$ cat src/rtl/apb_master_bridge.sv
// Single-outstanding APB master: turns a valid/ready command into one APB
// SETUP/ACCESS transfer and returns a one-cycle response pulse per command.
module apb_master_bridge #(
  parameter int ADDR_WIDTH     = 4,
  parameter int DATA_WIDTH     = 8,
  parameter int TIMEOUT_CYCLES = 255
) (
  input  logic                  PCLK,
  input  logic                  PRESETn,
  input  logic                  cmd_valid,
  output logic                  cmd_ready,
  input  logic                  cmd_write,
  input  logic [ADDR_WIDTH-1:0] cmd_addr,
  input  logic [DATA_WIDTH-1:0] cmd_wdata,
  output logic                  rsp_valid,
  output logic [DATA_WIDTH-1:0] rsp_rdata,
  output logic                  rsp_err,
  output logic                  rsp_timeout,
  output logic [ADDR_WIDTH-1:0] PADDR,
  output logic                  PSELx,
  output logic                  PENABLE,
  output logic                  PWRITE,
  output logic [DATA_WIDTH-1:0] PWDATA,
  input  logic                  PREADY,
  input  logic [DATA_WIDTH-1:0] PRDATA,
  input  logic                  PSLVERR
);

  // A zero timeout still needs a one-bit counter so the logic stays legal.
  localparam int CNT_W = (TIMEOUT_CYCLES > 0) ? $clog2(TIMEOUT_CYCLES + 1) : 1;
  localparam logic [CNT_W-1:0] TIMEOUT_VAL = CNT_W'(TIMEOUT_CYCLES);

  typedef enum logic [1:0] {
    ST_IDLE,
    ST_SETUP,
    ST_ACCESS,
    ST_RESP
  } state_t;

  state_t                r_state;
  logic [CNT_W-1:0]      r_waitCnt;
  logic                  r_cmdReady;
  logic                  r_rspValid;
  logic [DATA_WIDTH-1:0] r_rspRdata;
  logic                  r_rspErr;
  logic                  r_rspTimeout;
  logic [ADDR_WIDTH-1:0] r_paddr;
  logic                  r_psel;
  logic                  r_penable;
  logic                  r_pwrite;
  logic [DATA_WIDTH-1:0] r_pwdata;

  logic [CNT_W-1:0]      w_waitCntNext;
  logic                  w_timeoutHit;

  // Saturating wait counter; the abort fires on the edge it would reach the limit.
  assign w_waitCntNext = (r_waitCnt == '1) ? r_waitCnt : r_waitCnt + CNT_W'(1);
  assign w_timeoutHit  = (TIMEOUT_CYCLES != 0) && (w_waitCntNext == TIMEOUT_VAL);

  always_ff @(posedge PCLK or negedge PRESETn) begin
    if (!PRESETn) begin
      r_state      <= ST_IDLE;
      r_waitCnt    <= '0;
      r_cmdReady   <= 1'b1;
      r_rspValid   <= 1'b0;
      r_rspRdata   <= '0;
      r_rspErr     <= 1'b0;
      r_rspTimeout <= 1'b0;
      r_paddr      <= '0;
      r_psel       <= 1'b0;
      r_penable    <= 1'b0;
      r_pwrite     <= 1'b0;
      r_pwdata     <= '0;
    end else begin
      r_rspValid <= 1'b0;
      case (r_state)
        ST_IDLE: begin
          if (cmd_valid && r_cmdReady) begin
            r_paddr    <= cmd_addr;
            r_pwrite   <= cmd_write;
            r_pwdata   <= cmd_wdata;
            r_psel     <= 1'b1;
            r_penable  <= 1'b0;
            r_cmdReady <= 1'b0;
            r_state    <= ST_SETUP;
          end
        end
        ST_SETUP: begin
          r_penable <= 1'b1;
          r_waitCnt <= '0;
          r_state   <= ST_ACCESS;
        end
        ST_ACCESS: begin
          if (PREADY) begin
            r_rspRdata   <= (r_pwrite || PSLVERR) ? '0 : PRDATA;
            r_rspErr     <= PSLVERR;
            r_rspTimeout <= 1'b0;
            r_psel       <= 1'b0;
            r_penable    <= 1'b0;
            r_rspValid   <= 1'b1;
            r_state      <= ST_RESP;
          end else begin
            r_waitCnt <= w_waitCntNext;
            if (w_timeoutHit) begin
              r_rspRdata   <= '0;
              r_rspErr     <= 1'b1;
              r_rspTimeout <= 1'b1;
              r_psel       <= 1'b0;
              r_penable    <= 1'b0;
              r_rspValid   <= 1'b1;
              r_state      <= ST_RESP;
            end
          end
        end
        ST_RESP: begin
          r_cmdReady <= 1'b1;
          r_state    <= ST_IDLE;
        end
        default: begin
          r_cmdReady <= 1'b1;
          r_psel     <= 1'b0;
          r_penable  <= 1'b0;
          r_state    <= ST_IDLE;
        end
      endcase
    end
  end

  assign cmd_ready   = r_cmdReady;
  assign rsp_valid   = r_rspValid;
  assign rsp_rdata   = r_rspRdata;
  assign rsp_err     = r_rspErr;
  assign rsp_timeout = r_rspTimeout;
  assign PADDR       = r_paddr;
  assign PSELx       = r_psel;
  assign PENABLE     = r_penable;
  assign PWRITE      = r_pwrite;
  assign PWDATA      = r_pwdata;

endmodule

$ cat config.mk
export PLATFORM = sky130hd
export DESIGN_NAME = apb_master_bridge
export DESIGN_NICKNAME = d
export VERILOG_FILES = /design/src/rtl/apb_master_bridge.sv
export SDC_FILE = /design/constraint.sdc
export NUM_CORES = 1
export LEC_CHECK = 0
export CORE_MARGIN = 2
export CORE_UTILIZATION = 56
export DETAILED_ROUTE_END_ITERATION = 10
export DONT_BUFFER_PORTS = 1
export PLACE_DENSITY = 0.71
export SLEW_MARGIN = 5
export SYNTH_ARGS = -nofsm -noshare
export SYNTH_HDL_FRONTEND = slang
export SYNTH_SLANG_ARGS = --single-unit
$ cat constraint.sdc
create_clock -name PCLK -period 4.7 [get_ports PCLK]
set_input_delay 0.47 -clock PCLK [delete_from_list [all_inputs] [get_ports PCLK]]
set_output_delay 0.47 -clock PCLK [all_outputs]
set_load 0.02 [all_outputs]
# After elaboration in Yosys (flattened, before gate mapping)
# Cells that the tools add are included.
word_totals:
  elab_cells: 59
  register_bits: 37
op_classes:
  add_sub_neg: 1
  eq_ne: 8
  n_reduce_logical: 15
  mux: 23
op_table:
  columns: ["op", "count"]
  rows:
  - ["2-to-1 mux 8 bit", 5]
  - ["equality test 8 bit (second input constant)", 2]
  - ["case mux 8 bit (2 select lines)", 1]
  - ["2-to-1 mux 1 bit", 10]
  - ["AND reduction 2 bit", 5]
  - ["adder 8 x 1 -> 8 bit (second input constant)", 1]
  - ["case mux 2 bit (4 select lines)", 1]
  - ["nonzero test 2 bit", 4]
  - ["2-to-1 mux 2 bit", 3]
  - ["AND reduction 3 bit", 2]
  - ["equality test 2 bit (second input constant)", 2]
  - ["inequality test 2 bit (second input constant)", 2]
  - ["case mux 1 bit (2 select lines)", 2]
  - ["inequality test 3 bit (second input constant)", 1]
  - ["case mux 1 bit (3 select lines)", 1]
  - ["nonzero test 3 bit", 1]
  - ["equality test 2 x 1 -> 1 bit (second input constant)", 1]
  - ["zero test 2 bit", 1]
  - ["logical AND 1 bit", 1]
  - ["logical OR 1 bit", 1]

# Depth between registers and ports, before layout
# Gate-level depths: netlist of run 1.
depth:
  ltp_word: 6
  ltp_mapped: 9
  ltp_nobuf: 8

# Least setup slack after synthesis of run 1
# OpenSTA, ideal clock, no wires.
synth_path:
  path_type: "register to register"
  start: "reg r_waitCnt[1]"
  end: "reg r_state[1]"
  path_buffers: 1
  arrival_ps: 2251
  required_ps: 4573
  stages_incl_launch_ff: 9
  synth_period_minus_slack_ps: 2379
  setup_slack_ps: 2321
  path_cell_list: "dfrtp_1 -> ha_1 -> buf_4 -> nand4_1 -> nor4_1 -> nor3_2 -> o41ai_4 -> o21ba_1 -> mux2_1"
synth_between:
  elab_chain_len: 5
  elab_cells_between_ends: 6
synth_rtl:
  columns: ["element", "line_no", "text"]
  rows:
  - ["from (decl)", "41", "logic [CNT_W-1:0] r_waitCnt;"]
  - ["from (signal assigned)", "103", "r_waitCnt <= w_waitCntNext;"]
  - ["adder 8 x 1 -> 8 bit or equality test 8 bit (tied branches)", "57", "assign w_waitCntNext = (r_waitCnt == '1) ? r_waitCnt : r_waitCnt + CNT_W'(1);"]
  - ["2-to-1 mux 8 bit (*)", "57", null]
  - ["equality test 8 bit (*)", "58", "assign w_timeoutHit = (TIMEOUT_CYCLES != 0) && (w_waitCntNext == TIMEOUT_VAL);"]
  - ["inequality test 3 bit (no source line) (*)", null, null]
  - ["AND reduction 2 bit (no source line) (*)", null, null]
  - ["to (signal assigned)", "62", "r_state <= ST_IDLE;"]
  - ["to (signal assigned)", "85", "r_state <= ST_SETUP;"]
  - ["to (signal assigned)", "91", "r_state <= ST_ACCESS;"]
  - ["to (decl)", "40", "state_t r_state;"]
# Every way passes the cells marked *; elsewhere a longest branch is shown, timed or not.
# A chain may end at the register's enable or synchronous reset.

# Worst setup path after layout of run 1
layout_path:
  start: "reg r_waitCnt[0]"
  end: "reg r_state[1]"
# Same word-level chain as after synthesis.

==> results of run 1 <==
-- power by group through the flow --
| stage | clock (W) | combinational [W] | sequential [W] |
|---|---|---|---|
| CTS | 0.000170 | 0.000347 | 0.000672 |
| floorplan | 0 | 0.000308 | 0.000637 |
| global placement | 0 | 0.000322 | 0.000672 |
| finish | 0.000167 | 0.000342 | 0.000670 |
| detailed placement | 0 | 0.000337 | 0.000677 |
| global route | 0.000190 | 0.000386 | 0.000687 |
-- worst max path at each step --
stage                     cells after the start                     end  slack, ns                      from
final                                         7  r_state[1]$_DFFE_PN0P_       1.89  r_waitCnt[0]$_DFFE_PN0P_
after global routing                          7  r_state[1]$_DFFE_PN0P_       1.69  r_waitCnt[0]$_DFFE_PN0P_
after CTS                                     7  r_state[1]$_DFFE_PN0P_       1.88  r_waitCnt[0]$_DFFE_PN0P_
after detailed placement                      7  r_state[1]$_DFFE_PN0P_       1.89  r_waitCnt[0]$_DFFE_PN0P_
after floorplan                               8  r_state[1]$_DFFE_PN0P_       2.32  r_waitCnt[1]$_DFFE_PN0P_
after global placement                        7  r_state[1]$_DFFE_PN0P_       1.99  r_waitCnt[0]$_DFFE_PN0P_
-- kinds of logic (layout without fill, tap and decap cells) --
kind of cell	count (synthesis)	count (layout)	synth area share [%]
XOR/XNOR	1	1	0.4658
multiplexers	15	15	9.181
buffers and inverters	17	18	5.388
adder cells (fa/ha/maj)	6	6	3.992
AO/OA/AOI/OAI	47	47	19.43
flip-flops	37	37	49.30
AND/OR/NAND/NOR	44	44	12.24
-- layout make-up --
| class | instances | area share (%) |
|---|---|---|
| repair buffers | 2 | 1.536 |
| inverters | 9 | 1.727 |
| clock buffers | 7 | 2.815 |
| flip-flops and latches | 37 | 47.41 |
| multi-input cells | 113 | 43.57 |
| well taps | 46 | 2.943 |
-- metal layers --
metal | part of all wire (%) | GRT usage (%)
met5 | 0 | 0
met4 | 2.0 | 7.599
met3 | 7.5 | 9.524
met2 | 49 | 34.82
met1 | 41 | 25.64
-- stage by stage --
step	total power, W	area, um2	hold WS, ns	instances
after floorplan	0.0009450	1881	0.1744	167
after global placement	0.0009933	1871	0.1752	205
after detailed placement	0.001014	1871	0.1750	205
after CTS	0.001189	1956	0.2065	214
after global routing	0.001262	1956	0.1886	214
final	0.001180	1956	0.2138	214
-- layout by cell type (no fill, tap or decap), types with 6 or more instances in the layout --
cell,count
dfrtp_1,36
o21ai_0,7
nand3_1,7
a22o_1,8
mux2_2,13
a21oi_1,18
nand2_1,8
nor2_1,14
ha_1,6
inv_1,9
-- state kept, by name, summed over array words and instances (netlist names) --
name / cells
r_state: 2
PENABLE: 1
PWRITE: 1
PSELx: 1
r_waitCnt: 8
rsp_rdata: 8
rsp_valid: 1
rsp_timeout: 1
PADDR: 4
cmd_ready: 1
PWDATA: 8
rsp_err: 1
==> impl_metrics.ini, run 1 <==
[sta]
rsz0062_at_grt = false
finalHoldViolCount = 0
setup_ws_ns = 1.887
maxSlewHeadroom_pct = 39.52
slew_viol_final = 0
clock_skew_ns = 0.003229
final.setup.tns_ns = 0
setup_violations = 0
fin_crit_ns = 2.813
fmax_ghz = 0.3555
fin_crit_sh_pct = 59.85
worst_slew_pin_slew_ns = 0.9039

[logic_synthesis]
yosysWarnings = 0
synth_nets = 199
yosysSeqAreaShare_pct = 49.30
syn_area_per_cell_um2 = 11.26
synth_seq_cells = 37
synth.most_common_cell = dfrtp_1
synthFlopType = dfrtp_1
synthArstFlopShare_pct = 100.0
synth_area_leader_cell = dfrtp_1
synth_cell_types = 42
syn_inst = 167
syn_area_um2 = 1881
synth_area_leaders = dfrtp_1 48%, mux2_2 7.8%, a21oi_1 4.8%
ys_top_cells_by_count = 36 x dfrtp_1, 18 x a21oi_1, 14 x nor2_1, 13 x mux2_2, 9 x inv_1
synth-edff-count = 0
yosys.area.top_type_share_pct = 47.90

[finish]
num_antenna_cells = 0
fin_nets = 200
multi_input_area_um2 = 852.1
syn2layout_area_growth_pct = 3.992
final_util_pct = 59.54
area.sequential_um2 = 927.1
fill_cells = 299
drive_gt1_share_pct = 18.45

[placement]
portBuffers = 0
hpwl_mm = 2.758
dp_worst_setup_slack_ns = 1.890
place_congestion = 0.8149

[drt]
via_count = 1273
drt_first_iter_violations = 63
drt.antenna.violating_nets = 0
via_per_inst = 5.949
first_pass_iters = 4
drc = 0
totalWireLength_mm = 3.611
detail_route.wl_per_cell_um = 16.87

[clocking]
clk_path_buf_depth = 2
cts_root_buf = clkbuf_4
cts.sinks = 37
cts_tree = yes
htree_levels = 2
clk_latency_ns = 0.33
hold_buffers = 2
cts.clk_slew.worst_paths_ns = 0.10
ctsResizeCount = 0
post-cts-setup-buffer-count = 0
cts_buffers = 5

[floorplan]
core-area_um2 = 3284
rows = 21
start_util_pct = 57.26
io_pins = 53
fp.dieW_um = 61.95
dieArea_um2 = 3838
die_h_um = 61.95

[setup_path]
crit_path_cell_trace = ha_1 -> nand4_1 -> nor4_1 -> nor3_2 -> o41ai_4 -> o21ba_1 -> mux2_1
reg2reg_slack_ns = 1.89
critPathSlowestCell = dfrtp_1
worstPathMaxFanout = 11
crit_type = register to register
crit_arrival_ns = 3.03
worstSetupEndpointType = register
cp_top_family = compound AO/OA/AOI/OAI gates
path_buf_inv = 0
rr_worst_depth = 7
start_kind = register
cp.required_ns = 4.92
rr_endpoint = r_state[1]$_DFFE_PN0P_
r2r_start = r_waitCnt[0]$_DFFE_PN0P_
slowest_delay_ns = 0.56

[pwr]
seq_power_share_pct = 56.8
combPwrFrac_pct = 29.0
swShare_pct = 42.36
powerDensity_nw_per_um2 = 603.2
internal_power_w = 0.0006800
p_switching_w = 0.0004997
clkPwrFrac_pct = 14.2
leakage_nw = 0.8706
peakVddDrop_uv = 445.8

[grt]
grt_overflow_total = 0
grt_pass1_vias = 1260
grt_pass1_wl_mm = 5.920
grt_use_total_pct = 21.57
grt_start_max_net_pins = 38
antenna_found_initial = 0

[min_path]
holdPathStages = 1
hp-class = input pin to register
holdPathEnd = rsp_timeout$_DFFE_PN0P_
hold_start = PREADY

[job]
max_cap_violations = 0

[status]
status = finished, final reports clean
Note: power is estimated with default switching activity, not from simulation.
==> inputs of run 2 (changes only) <==
==> constraint.sdc (replaced) <==
create_clock -name PCLK -period 2.7 [get_ports PCLK]
set_input_delay 0.27 -clock PCLK [delete_from_list [all_inputs] [get_ports PCLK]]
set_output_delay 0.27 -clock PCLK [all_outputs]
set_load 0.02 [all_outputs]
==> impl_metrics.ini, run 2 (synthesized netlist as in run 1, its figures left out) <==
[finish]
final_util_pct = 61.52
fin_nets = 205
final_common_cell = dfrtp_1
drive_gt1_share_pct = 20.69
fill_cells = 285
fin_cells = 220
syn2layout_area_growth_pct = 7.452
most-common-layout-cells = 36 x dfrtp_1, 18 x a21oi_1, 14 x nor2_1, 13 x mux2_2, 9 x inv_1
num_antenna_cells = 0

[clocking]
ctsResizeCount = 0
cts.sinks = 37
htree_levels = 2
cts_buffers = 5
cts_tree = yes
clk_latency_ns = 0.34
clk_path_buf_depth = 2
cts_root_buf = clkbuf_4
cts.clk_slew.worst_paths_ns = 0.11

[drt]
drt_first_iter_violations = 139
totalWireLength_mm = 3.805
drt.antenna.violating_nets = 0
first_pass_iters = 4
drc = 0
detail_route.wl_per_cell_um = 17.30
via_per_inst = 6.055
via_count = 1332

[floorplan]
start_util_pct = 57.26
io_pins = 53
fp.dieW_um = 61.95
dieArea_um2 = 3838
rows = 21
core-area_um2 = 3284
die_h_um = 61.95

[sta]
rsz0062_at_grt = false
worst_slew_pin_slew_ns = 0.7762
slew_viol_final = 0
setup_ws_ns = 0.1571
final.setup.tns_ns = 0
setup_violations = 0
fin_crit_sh_pct = 94.18
clock_skew_ns = 0.004872
fin_crit_ns = 2.543
fmax_ghz = 0.3932
finalHoldViolCount = 0
maxSlewHeadroom_pct = 47.85

[setup_path]
slowest_delay_ns = 0.50
crit_arrival_ns = 2.77
critPathSlowestCell = dfrtp_1
start_kind = register
crit_path_cell_trace = ha_1 -> nand4_1 -> nor4_1 -> nor3_2 -> o41ai_4 -> o21ba_1 -> mux2_1
worstPathMaxFanout = 8
crit_type = register to register
r2r_start = r_waitCnt[1]$_DFFE_PN0P_
cp.required_ns = 2.93
worstSetupEndpointType = register
critPathLaunch = r_waitCnt[1]$_DFFE_PN0P_

[placement]
hpwl_mm = 2.810
portBuffers = 0
dp.cells = 209
place_congestion = 0.8353
dp_worst_setup_slack_ns = 0.2369

[grt]
grt_use_total_pct = 22.91
grt_overflow_total = 0
antenna_found_initial = 0
grt_pass1_vias = 1303
grt_start_max_net_pins = 38
grt_pass1_wl_mm = 6.299

[min_path]
hold_start = PRDATA[6]
hp-class = input pin to register

[job]
max_cap_violations = 0

[pwr]
peakVddDrop_uv = 591.2
leakage_nw = 0.9064
powerDensity_nw_per_um2 = 1071

[status]
status = finished, final reports clean
[run 2: area by class of cell]
type	count	area, um2	area share, %
Sequential cell	37	927.1	45.88
Multi-Input combinational cell	113	852.1	42.17
Timing Repair Buffer	7	70.07	3.467
Tap cell	46	57.56	2.848
Clock buffer	6	41.29	2.043
Clock inverter	2	38.79	1.920
Inverter	9	33.78	1.672
[run 2: worst paths after layout]
check,slack (ns),endpoint,depth (start not counted)
worst max-delay path,0.16,r_state[1]$_DFFE_PN0P_,7
worst min-delay path,0.05,rsp_rdata[6]$_DFFE_PN0P_,1
worst max register to register,0.16,r_state[1]$_DFFE_PN0P_,7
worst min register to register,0.59,r_state[1]$_DFFE_PN0P_,1
max in group asynchronous,2.06,cmd_ready$_DFFE_PN1P_,2
min in group asynchronous,0.39,r_waitCnt[0]$_DFFE_PN0P_,2
[run 2: critical path: cells and delay by family (launching register included)]
family,cells,cell delay [ns]
AOI/OAI and AO/OA,2,0.68
muxes,1,0.33
and+or+nand+nor,3,0.70
DFF,1,0.50
adders and majority gates,1,0.22
[run 2: through the flow]
stage / hold WS (ns) / cell area (um2) / power (W)
2_1_floorplan: -0.02559 / 1881 / 0.001645
3_3_place_gp: -0.02493 / 1901 / 0.001744
3_5_place_dp: -0.02500 / 1901 / 0.001781
4_1_cts: 0.04693 / 2021 / 0.002177
5_1_grt: 0.04107 / 2021 / 0.002318
6_report: 0.05068 / 2021 / 0.002165
[run 2: metal layers]
metal	global-route usage, %	wire length, um	vias to the layer above
li1	-	-	613
met1	28.28	1457	644
met2	36.76	1980	67
met3	8.075	294	8
met4	9.119	72	0
met5	0	0	-
[run 2: repair_timing]
item | in CTS | in global routing
hold endpoints to repair | 38 | 0
hold buffers | 3 | 0
setup buffers | 0 | 0
[run 2: power by group]
group	switching (W)	total, W	internal, W
Combinational	0.000319	0.000629	0.000310
Clock	0.000184	0.000381	0.000197
Sequential	0.000388	0.00115	0.000765
==> inputs of run 3 (changes only) <==
==> constraint.sdc (replaced) <==
create_clock -name PCLK -period 2.7 [get_ports PCLK]
set_input_delay 0.405 -clock PCLK [delete_from_list [all_inputs] [get_ports PCLK]]
set_output_delay 0.405 -clock PCLK [all_outputs]
set_load 0.02 [all_outputs]
==> impl_metrics.ini, run 3 (synthesized netlist as in run 1, its figures left out) <==
[status]
status = finished, final reports clean

[sta]
finalHoldViolCount = 0
maxSlewHeadroom_pct = 47.85
final.setup.tns_ns = 0
rsz0062_at_grt = false
fin_crit_sh_pct = 94.22
setup_ws_ns = 0.1560
fin_crit_ns = 2.544
slew_viol_final = 0
fmax_ghz = 0.3931
setup_violations = 0
worst_slew_pin_slew_ns = 0.7762
whs_ns = 0.1423
clock_skew_ns = 0.004523

[grt]
antenna_found_initial = 0
grt_overflow_total = 0
busiest_layer = met2
grt_pass1_vias = 1287
grt_pass1_wl_mm = 6.223
met3_usage_pct = 7.867
grt_use_total_pct = 22.61
grt.met2_usage_pct = 36.31
use_met1_pct = 28.28
grt_start_max_net_pins = 38

[setup_path]
cp.required_ns = 2.93
r2r_start = r_waitCnt[1]$_DFFE_PN0P_
rr_endpoint = rsp_rdata[0]$_DFFE_PN0P_
crit_arrival_ns = 2.78
path_buf_inv = 1
slowest_delay_ns = 0.50
worstSetupEndpointType = register
critPathSlowestCell = dfrtp_1
worstPathMaxFanout = 9
start_kind = register
crit_path_cell_trace = ha_1 -> nand4_1 -> nor4_1 -> nor3_2 -> o41ai_4 -> buf_4 -> nand2_4 -> a22o_1
reg2reg_slack_ns = 0.16
cp_top_family = simple AND/OR/NAND/NOR gates
rr_worst_depth = 8
crit_type = register to register

[finish]
fill_cells = 288
post-route-cell-area_um2 = 2011
final_util_pct = 61.22
most-common-layout-cells = 36 x dfrtp_1, 18 x a21oi_1, 14 x nor2_1, 13 x mux2_2, 9 x inv_1
drive_gt1_share_pct = 20.81
num_antenna_cells = 0
final_common_cell = dfrtp_1
multi_input_area_um2 = 852.1
syn2layout_area_growth_pct = 6.920
area.sequential_um2 = 927.1
fin_nets = 204

[pwr]
clkPwrFrac_pct = 17.6
powerDensity_nw_per_um2 = 1074
peakVddDrop_uv = 590.5
swShare_pct = 41.11
internal_power_w = 0.001271
leakage_nw = 0.9023
combPwrFrac_pct = 29.0
seq_power_share_pct = 53.4
p_switching_w = 0.0008877

[placement]
place_area_um2 = 1901
place_congestion = 0.8353
dp_worst_setup_slack_ns = 0.2369
portBuffers = 0
hpwl_mm = 2.810

[floorplan]
fp.dieW_um = 61.95
dieArea_um2 = 3838
core-area_um2 = 3284
die_h_um = 61.95
start_util_pct = 57.26
rows = 21
io_pins = 53

[clocking]
htree_levels = 2
clk_path_buf_depth = 2
clk_latency_ns = 0.34
cts.clk_slew.worst_paths_ns = 0.11
cts.sinks = 37
cts_buffers = 5
cts_root_buf = clkbuf_4
post-cts-setup-buffer-count = 0
cts_tree = yes

[drt]
drc = 0
first_pass_iters = 5
drt.antenna.violating_nets = 0
via_count = 1319
detail_route.wl_per_cell_um = 17.17
drt_first_iter_violations = 122
via_per_inst = 6.023
totalWireLength_mm = 3.760

[min_path]
holdPathStages = 1
hp-class = input pin to register
hold_start = PREADY
holdPathEnd = rsp_timeout$_DFFE_PN0P_

[job]
max_cap_violations = 0
==> run 3: cell types whose count changed in the layout (fill, tap and decap cells not counted), sizes merged <==
cell	previous run	this run
dlygate4sd3	2	1
==> run 3: cell type report <==
| type | instances | share of cell area [%] |
|---|---|---|
| Timing Repair Buffer | 6 | 2.987 |
| Inverter | 9 | 1.680 |
| Clock inverter | 2 | 1.929 |
| Multi-Input combinational cell | 113 | 42.38 |
| Sequential cell | 37 | 46.11 |
| Clock buffer | 6 | 2.054 |
| Tap cell | 46 | 2.862 |
==> run 3: per-layer routing <==
layer,share of wire [%],wire length [um]
met1,39,1474
met2,52,1967
met3,7.1,267
met4,1.4,51
met5,0,0
==> run 3: what timing repair did <==
item | CTS | global route
hold endpoints to repair | 37 | 0
resized for setup | 0 | 0
hold buffers | 2 | 0
==> run 3: worst max path at each step <==
stage	startpoint	end	slack (ns)	cells after the start
floorplan	r_waitCnt[1]$_DFFE_PN0P_	r_state[1]$_DFFE_PN0P_	0.32	8
global placement	r_waitCnt[1]$_DFFE_PN0P_	rsp_rdata[3]$_DFFE_PN0P_	0.31	8
detailed placement	r_waitCnt[1]$_DFFE_PN0P_	r_state[1]$_DFFE_PN0P_	0.24	7
CTS	r_waitCnt[1]$_DFFE_PN0P_	rsp_rdata[0]$_DFFE_PN0P_	0.20	8
global route	r_waitCnt[1]$_DFFE_PN0P_	rsp_rdata[6]$_DFFE_PN0P_	0.04	8
finish	r_waitCnt[1]$_DFFE_PN0P_	rsp_rdata[0]$_DFFE_PN0P_	0.16	8
==> run 3: power by group through the flow <==
stage	Combinational, W	Clock [W]	Sequential, W
2_1_floorplan	0.000536	0	0.00111
3_3_place_gp	0.000589	0	0.00115
3_5_place_dp	0.000621	0	0.00116
4_1_cts	0.000633	0.000386	0.00116
5_1_grt	0.000713	0.000416	0.00119
6_report	0.000627	0.000379	0.00115
==> run 3: metrics by stage <==
stage | cells | power, W
global route | 219 | 0.002315
finish | 219 | 0.002159
global placement | 209 | 0.001744
detailed placement | 209 | 0.001781
CTS | 219 | 0.002176
floorplan | 167 | 0.001645
